--- src/rtl/register_bank_pkg.sv ---
// Shared definitions for register_bank: the 2-bit operation encoding applied to the addressed
// register.
package register_bank_pkg;

  typedef enum logic [1:0] {
    MODE_LOAD = 2'b00,
    MODE_INC  = 2'b01,
    MODE_DEC  = 2'b10,
    MODE_CLR  = 2'b11
  } mode_e;

endpackage

--- src/rtl/register_cell.sv ---
// One WIDTH-bit register that supports load/inc/dec/clear.
// wrap_o is a registered pulse that is high for the cycle after an INC or DEC wraps around.
module register_cell
  import register_bank_pkg::*;
#(
  parameter int unsigned WIDTH = 8
) (
  input  logic             clk,
  input  logic             rst_n,
  input  logic             en_i,
  input  mode_e            op_i,
  input  logic [WIDTH-1:0] d_i,
  output logic [WIDTH-1:0] q_o,
  output logic             wrap_o
);

  logic [WIDTH-1:0] val_d, val_q;
  logic             wrap_d, wrap_q;

  always_comb begin
    val_d  = val_q;
    wrap_d = 1'b0;
    if (en_i) begin
      unique case (op_i)
        MODE_LOAD: val_d = d_i;
        MODE_INC: begin
          val_d  = val_q + WIDTH'(1);
          wrap_d = &val_q;
        end
        MODE_DEC: begin
          val_d  = val_q - WIDTH'(1);
          wrap_d = ~|val_q;
        end
        MODE_CLR: val_d = '0;
      endcase
    end
  end

  always_ff @(posedge clk or negedge rst_n) begin
    if (!rst_n) begin
      val_q  <= '0;
      wrap_q <= 1'b0;
    end else begin
      val_q  <= val_d;
      wrap_q <= wrap_d;
    end
  end

  assign q_o    = val_q;
  assign wrap_o = wrap_q;

endmodule

--- src/rtl/register_bank.sv ---
// Bank of DEPTH counters/registers with two combinational read ports toward the ALU.
// Define REGISTER_BANK_BYPASS_EN to forward LOAD data to a read port whose address matches waddr
// in the same cycle.
module register_bank
  import register_bank_pkg::*;
#(
  parameter  int unsigned WIDTH  = 8,
  parameter  int unsigned DEPTH  = 4,
  localparam int unsigned ADDR_W = $clog2(DEPTH)
) (
  input  logic              clk,
  input  logic              rst_n,
  input  logic              load_n,
  input  logic [ADDR_W-1:0] waddr,
  input  logic [1:0]        mode,
  input  logic [WIDTH-1:0]  w_bus,
  input  logic [ADDR_W-1:0] raddr_a,
  input  logic [ADDR_W-1:0] raddr_b,
  output logic [WIDTH-1:0]  alu_a,
  output logic [WIDTH-1:0]  alu_b,
  output logic              zero_a,
  output logic              ovf
);

  mode_e            op;
  logic [WIDTH-1:0] regs [DEPTH];
  logic [DEPTH-1:0] wrap;

  assign op = mode_e'(mode);

  for (genvar i = 0; i < DEPTH; i++) begin : g_cell
    register_cell #(
      .WIDTH (WIDTH)
    ) u_cell (
      .clk    (clk),
      .rst_n  (rst_n),
      .en_i   (!load_n && (waddr == ADDR_W'(i))),
      .op_i   (op),
      .d_i    (w_bus),
      .q_o    (regs[i]),
      .wrap_o (wrap[i])
    );
  end

  // Each cell's wrap bit is already registered, so the OR is still a clean one-cycle pulse.
  assign ovf = |wrap;

`ifdef REGISTER_BANK_BYPASS_EN
  logic load_fwd;
  assign load_fwd = !load_n && (op == MODE_LOAD);
  assign alu_a    = (load_fwd && (raddr_a == waddr)) ? w_bus : regs[raddr_a];
  assign alu_b    = (load_fwd && (raddr_b == waddr)) ? w_bus : regs[raddr_b];
`else
  assign alu_a = regs[raddr_a];
  assign alu_b = regs[raddr_b];
`endif

  assign zero_a = (alu_a == '0);

endmodule

--- config.mk ---
export PLATFORM = sky130hd
export DESIGN_NAME = register_bank
export DESIGN_NICKNAME = d
export VERILOG_FILES = /design/src/rtl/register_bank_pkg.sv /design/src/rtl/register_cell.sv /design/src/rtl/register_bank.sv
export SDC_FILE = /design/constraint.sdc
export NUM_CORES = 1
export LEC_CHECK = 0
export ABC_AREA = 1
export CORE_AREA = 4 4 123 125
export DETAILED_ROUTE_END_ITERATION = 7
export DIE_AREA = 0 0 127 129
export GPL_ROUTABILITY_DRIVEN = 0
export PLACE_DENSITY = 0.48
export REMOVE_ABC_BUFFERS = 1
export SLEW_MARGIN = 20
export SYNTH_ARGS = -nofsm -noshare
export SYNTH_HDL_FRONTEND = slang
export SYNTH_SLANG_ARGS = --single-unit
--- constraint.sdc ---
create_clock -name clk -period 2.1 [get_ports clk]
set_clock_uncertainty 0.05 [all_clocks]
set_input_delay 0.42 -clock clk [delete_from_list [all_inputs] [get_ports clk]]
set_output_delay 0.42 -clock clk [all_outputs]
set_load 0.02 [all_outputs]
# Word-level counts from Yosys, hierarchy flattened
# Cells that the tools add are included.
# totals
regBits	36
input_bits	19
word_cells	65
# op_classes
n_addsub	8
magnitude_cmp	2
n_eq_ne	6
muxes	18
bitwise	2
reduce_logical	21
# op_table
operator	n
8-bit one-hot mux with 4 select lines	4
8-bit by 1-bit adder with 8-bit output (second input constant)	4
8-bit binary-select mux with 2-bit select	2
8-bit two-way mux	4
8-bit AND reduction	4
8-bit OR reduction	4
8-bit by 1-bit subtractor with 8-bit output (second input constant)	4
2-bit == test (second input constant)	4
8-bit zero test	1
1-bit one-hot mux with 2 select lines	4
3-bit >= comparator (second input constant)	2
2-bit NOT with 3-bit output	2
1-bit zero test	5
2-bit by 1-bit == test with 1-bit output (second input constant)	2
1-bit logical AND	4
2-bit zero test	2
1-bit two-way mux	4
4-bit OR reduction	1

# Depth between registers and ports, before layout
# logic_depth
word_depth	5
ltp_mapped	14
ltp_nobuf	13

# Modules after synthesis
# From an unflattened synthesis, not the netlist that was laid out.
# hier_totals
cells_unflattened	668
area_unflattened_um2	4403.0
# by_module_without_submodules
mod	n_inst	cells_per_inst	area_each_um2
register_cell at g_cell[0].u_cell ...	3	134	955.9
register_cell at g_cell[3].u_cell	1	134	928.4
register_bank	1	132	606.8

# Worst setup path before layout
# OpenSTA, ideal clock, no wires.
# synth_timing
path_kind	input -> output
start	in raddr_a[0]
end	out zero_a
t_arrival_ns	1.866
t_required_ns	1.630
setup_slack_ns	-0.236
stages	7
path_buffers	1
cell_sequence	buf_2 -> inv_1 -> a21oi_1 -> o21ai_0 -> o21ai_0 -> or2_1 -> nor3_1
# synth_via
elab_chain_cells	5
# synth_rtl
element	line_no	rtl
start, declared	register_bank.sv:17	input logic [ADDR_W-1:0] raddr_a,
2-bit NOT with 3-bit output (implied by the code)	register_bank.sv:54	assign alu_a = regs[raddr_a];
8-bit binary-select mux with 2-bit select	register_bank.sv:54	
8-bit two-way mux (implied by the code) (2 in series)	register_bank.sv:54	
via alu_a[6]	register_bank.sv:19	output logic [WIDTH-1:0] alu_a,
8-bit zero test	register_bank.sv:58	assign zero_a = (alu_a == '0);
end, declared	register_bank.sv:21	output logic zero_a,
# The timed path passes the listed nets, and every way through them passes these cells. The select of a mux whose other input is x is not followed.

# Final worst setup path
# layout_timing
start	in raddr_a[1]
end	out zero_a
# layout_via
elab_chain_cells	5
# layout_rtl
element	line_no
2-bit NOT with 3-bit output (implied by the code)	register_bank.sv:54
8-bit binary-select mux with 2-bit select	register_bank.sv:54
8-bit two-way mux (implied by the code) (2 in series)	register_bank.sv:54
8-bit zero test	register_bank.sv:58
# Every way passes these cells. The select of a mux whose other input is x is not followed.

==> summary.txt <==
Synthesis
  • Top FF cell, synth: dfrtp_1
  • Post-synth EDFFs: 0
  • Syn Area/Cell: roughly 6 um2
  • Post-synth top cells: 176 x nand2_1, 77 x inv_1, 67 x nor2_1
  • Synth Register Bits: 36
  • Synth area leader: dfrtp_1
  • Post-synthesis cell area: between 3000 and 4000 um2
  • Post-Syn Instances: 642
  • Most common cell in the synthesized netlist: nand2_1
  • Ys async rst share: 100.0%
  • Sequential share of the synthesized area: 23.41%
  • Synth top area share: 23.41%
  • Largest cells by area after synthesis: dfrtp_1 23%, nand2_1 17%, a21oi_1 8.1%
  • Synth warn: 0
  • Cell variety after synth: between 40 and 50

Drt
  • Vias/cell: 4.991
  • Total wire length: 15.91 mm
  • Pre-Repair DR Iteration Count: 5
  • ANT nets after route: 0
  • DRC Markers: 0
  • Total vias in the final route: 4786
  • DR WL/cell: 16.59 um
  • Initial drt markers: 410

Cells and area
  • Fillcell total: 1497
  • N_diodes: 0
  • Final nets: between 800 and 900
  • Area grow syn2layout: 43.25%
  • Area taken by flip-flops and latches: 900.9 um2
  • Multi-input logic area: 2527 um2
  • Share of layout cells above drive strength 1: between 20% and 30%

Clocking
  • Clk Latency, worst-skew pair: 0.28 ns
  • Clock slew at reported path FFs: 0.06 ns
  • Clock Tree Root: clkbuf_16
  • H-tree depth: 2
  • CTS Hold Bufs: 0
  • Clk buf depth: 2
  • Clock Sinks: 36
  • Cts bufs inserted: 5
  • CTS tree: built

Flow run
  • Max-cap violation count: 0

STA
  • Setup total negative slack: 0 ns
  • Final Worst Setup Slack: between 0.0004 and 0.0005 ns
  • Final Setup Violations: 0
  • F_max: 0.4763 GHz
  • Slew Limit Fails: 0
  • Measured slew at the worst slew-check pin: just over 0.5 ns
  • Slew margin rel.: 66.01%
  • Crit path time final: ~2.1 ns
  • Period Utilization, post-route: 99.98%
  • RSZ-0062 raised after global routing: yes
  • Fin. Hold Viols: 0

Pwr
  • Total power: approximately 4.1 mW
  • Worst vdd ir: 0.0003370 V
  • PwrDens: 752.6 nW/um2
  • P_leak: just under 3 nW

Worst setup path
  • R2r setup slk: around 0.31 ns
  • Crit-path max FO: 7
  • Crit path DAT: 1.63 ns
  • R2R Path End: g_cell[1].u_cell.q_o[4]
  • Worst setup EP type: output port
  • Setup CP Type: in -> out
  • FF-to-FF path depth: 12
  • CP Data Required Time: roughly 1.6 ns
  • FF-to-FF Start: g_cell[1].u_cell.q_o[1]
  • Worst setup SP type: primary input

Die
  • Die area: 16380 um2
  • Die height: between 100 and 150 um
  • CORE AREA: 13880 um2
  • Die X: 127 um
  • Initial Utilization: around 28%
  • Row Count: 43
  • Top Ports: 37

Placement
  • DP HPWL: 12.55 mm
  • Place WS: -0.9198 ns
  • I/O Buffers: 36

Global route
  • Grt total ovfl: 0
  • First-pass GRT wire length: 25.11 mm
  • Largest net degree at the start of global routing: 37
  • Vias in the first global route: roughly 4.6k
  • Initial antenna violation count: 0
  • GRT Total Usage: 19.56%

Outcome
  • Outcome: completed

Hold path
  • Worst hold-check path type: in -> async
==> routing by layer <==
layer | GRT usage (%) | wire (um) | vias up
met5 | 0 | 0 | -
met4 | 7.192 | 607 | 0
met3 | 2.906 | 1065 | 31
met2 | 30.60 | 6942 | 189
li1 | - | - | 2346
met1 | 27.39 | 7296 | 2220
==> kinds of logic after synthesis <==
| kind of cell | share of synthesized area [%] |
|---|---|
| AO/OA/AOI/OAI | 19.54 |
| AND/OR/NAND/NOR | 38.57 |
| adder cells (fa/ha/maj) | 4.553 |
| buffers and inverters | 13.01 |
| flip-flops | 23.41 |
| XOR/XNOR | 0.9105 |
==> worst max-delay path by stage <==
stage,from,endpoint,slack (ns),depth (start not counted)
3_3_place_gp,raddr_a[1],zero_a,-0.88,9
5_1_grt,raddr_a[1],zero_a,-0.05,9
2_1_floorplan,mode[0],g_cell[0].u_cell.q_o[7],-0.75,9
3_5_place_dp,raddr_a[1],zero_a,-0.92,7
4_1_cts,raddr_a[0],zero_a,-0.08,7
6_report,raddr_a[1],zero_a,0.0004,7
==> metrics by stage <==
stage | hold slack [ns] | util (%) | instances | instance area, um2
floorplan | 0.07441 | - | 613 | 3679
CTS | 0.1460 | 39.28 | 955 | 5453
finish | 0.1321 | 39.71 | 959 | 5512
detailed placement | 0.4580 | 37.70 | 945 | 5233
global placement | 0.4603 | 37.70 | 945 | 5233
global route | 0.1784 | 39.71 | 959 | 5512
==> repair_timing <==
| item | CTS | global route |
|---|---|---|
| pin swaps | 5 | 3 |
| setup buffers | 0 | 3 |
| gates resized for setup | 84 | 19 |
| endpoints found under the setup margin | 41 | 22 |
| gates cloned | 2 | 1 |
| endpoints found under the hold margin | 0 | 0 |
==> power by group <==
part / internal [mW] / leakage [nW] / switching, mW
logic: 1.00 / 2.38 / 1.31
clock network: 0.558 / 0.0798 / 0.315
registers: 0.829 / 0.428 / 0.129
==> critical path, cell delays in order <==
cell and delay, ns:
clkdlybuf4s15_2 0.24, buf_6 0.16, o21ai_1 0.07, o22ai_1 0.11
or2_1 0.26, nor3_2 0.20, buf_4 0.17
==> state kept, by name (all words and copies together), names as in the netlist <==
signal / count
g_cell.u_cell.q_o: 32
g_cell.u_cell.wrap_o: 4
==> area by class of cell <==
cell class              instances  share of cell area, %
multi-input cells             490                  45.86
repair inverters                2                 0.2043
repair buffers                156                  24.34
flip-flops and latches         36                  16.35
clock inverters                 3                 0.7718
inverters                      87                  6.129
well taps                     180                  4.086
clock buffers                   5                  2.270
==> placed cells by master, fill, tap and decap left out, types with 3 or more instances in the layout <==
cell type / n
nor2_4: 6
inv_1: 72
a21oi_1: 55
xor2_1: 4
o21ai_1: 7
clkbuf_16: 6
ha_1: 13
nor3_1: 5
nor2_2: 6
o22ai_1: 3
buf_4: 112
clkdlybuf4s15_2: 8
nand3b_1: 3
nor2_1: 64
clkbuf_2: 3
nand2_1: 175
dlygate4sd2_1: 5
nand4_1: 7
buf_2: 5
a21oi_2: 8
a21boi_1: 4
nor4_1: 11
dfrtp_1: 36
inv_2: 10
buf_12: 8
nand2_2: 14
clkdlybuf4s50_1: 11
nand3_1: 38
a31oi_1: 7
o21ai_0: 39
Power figures use the tool's default switching activity.
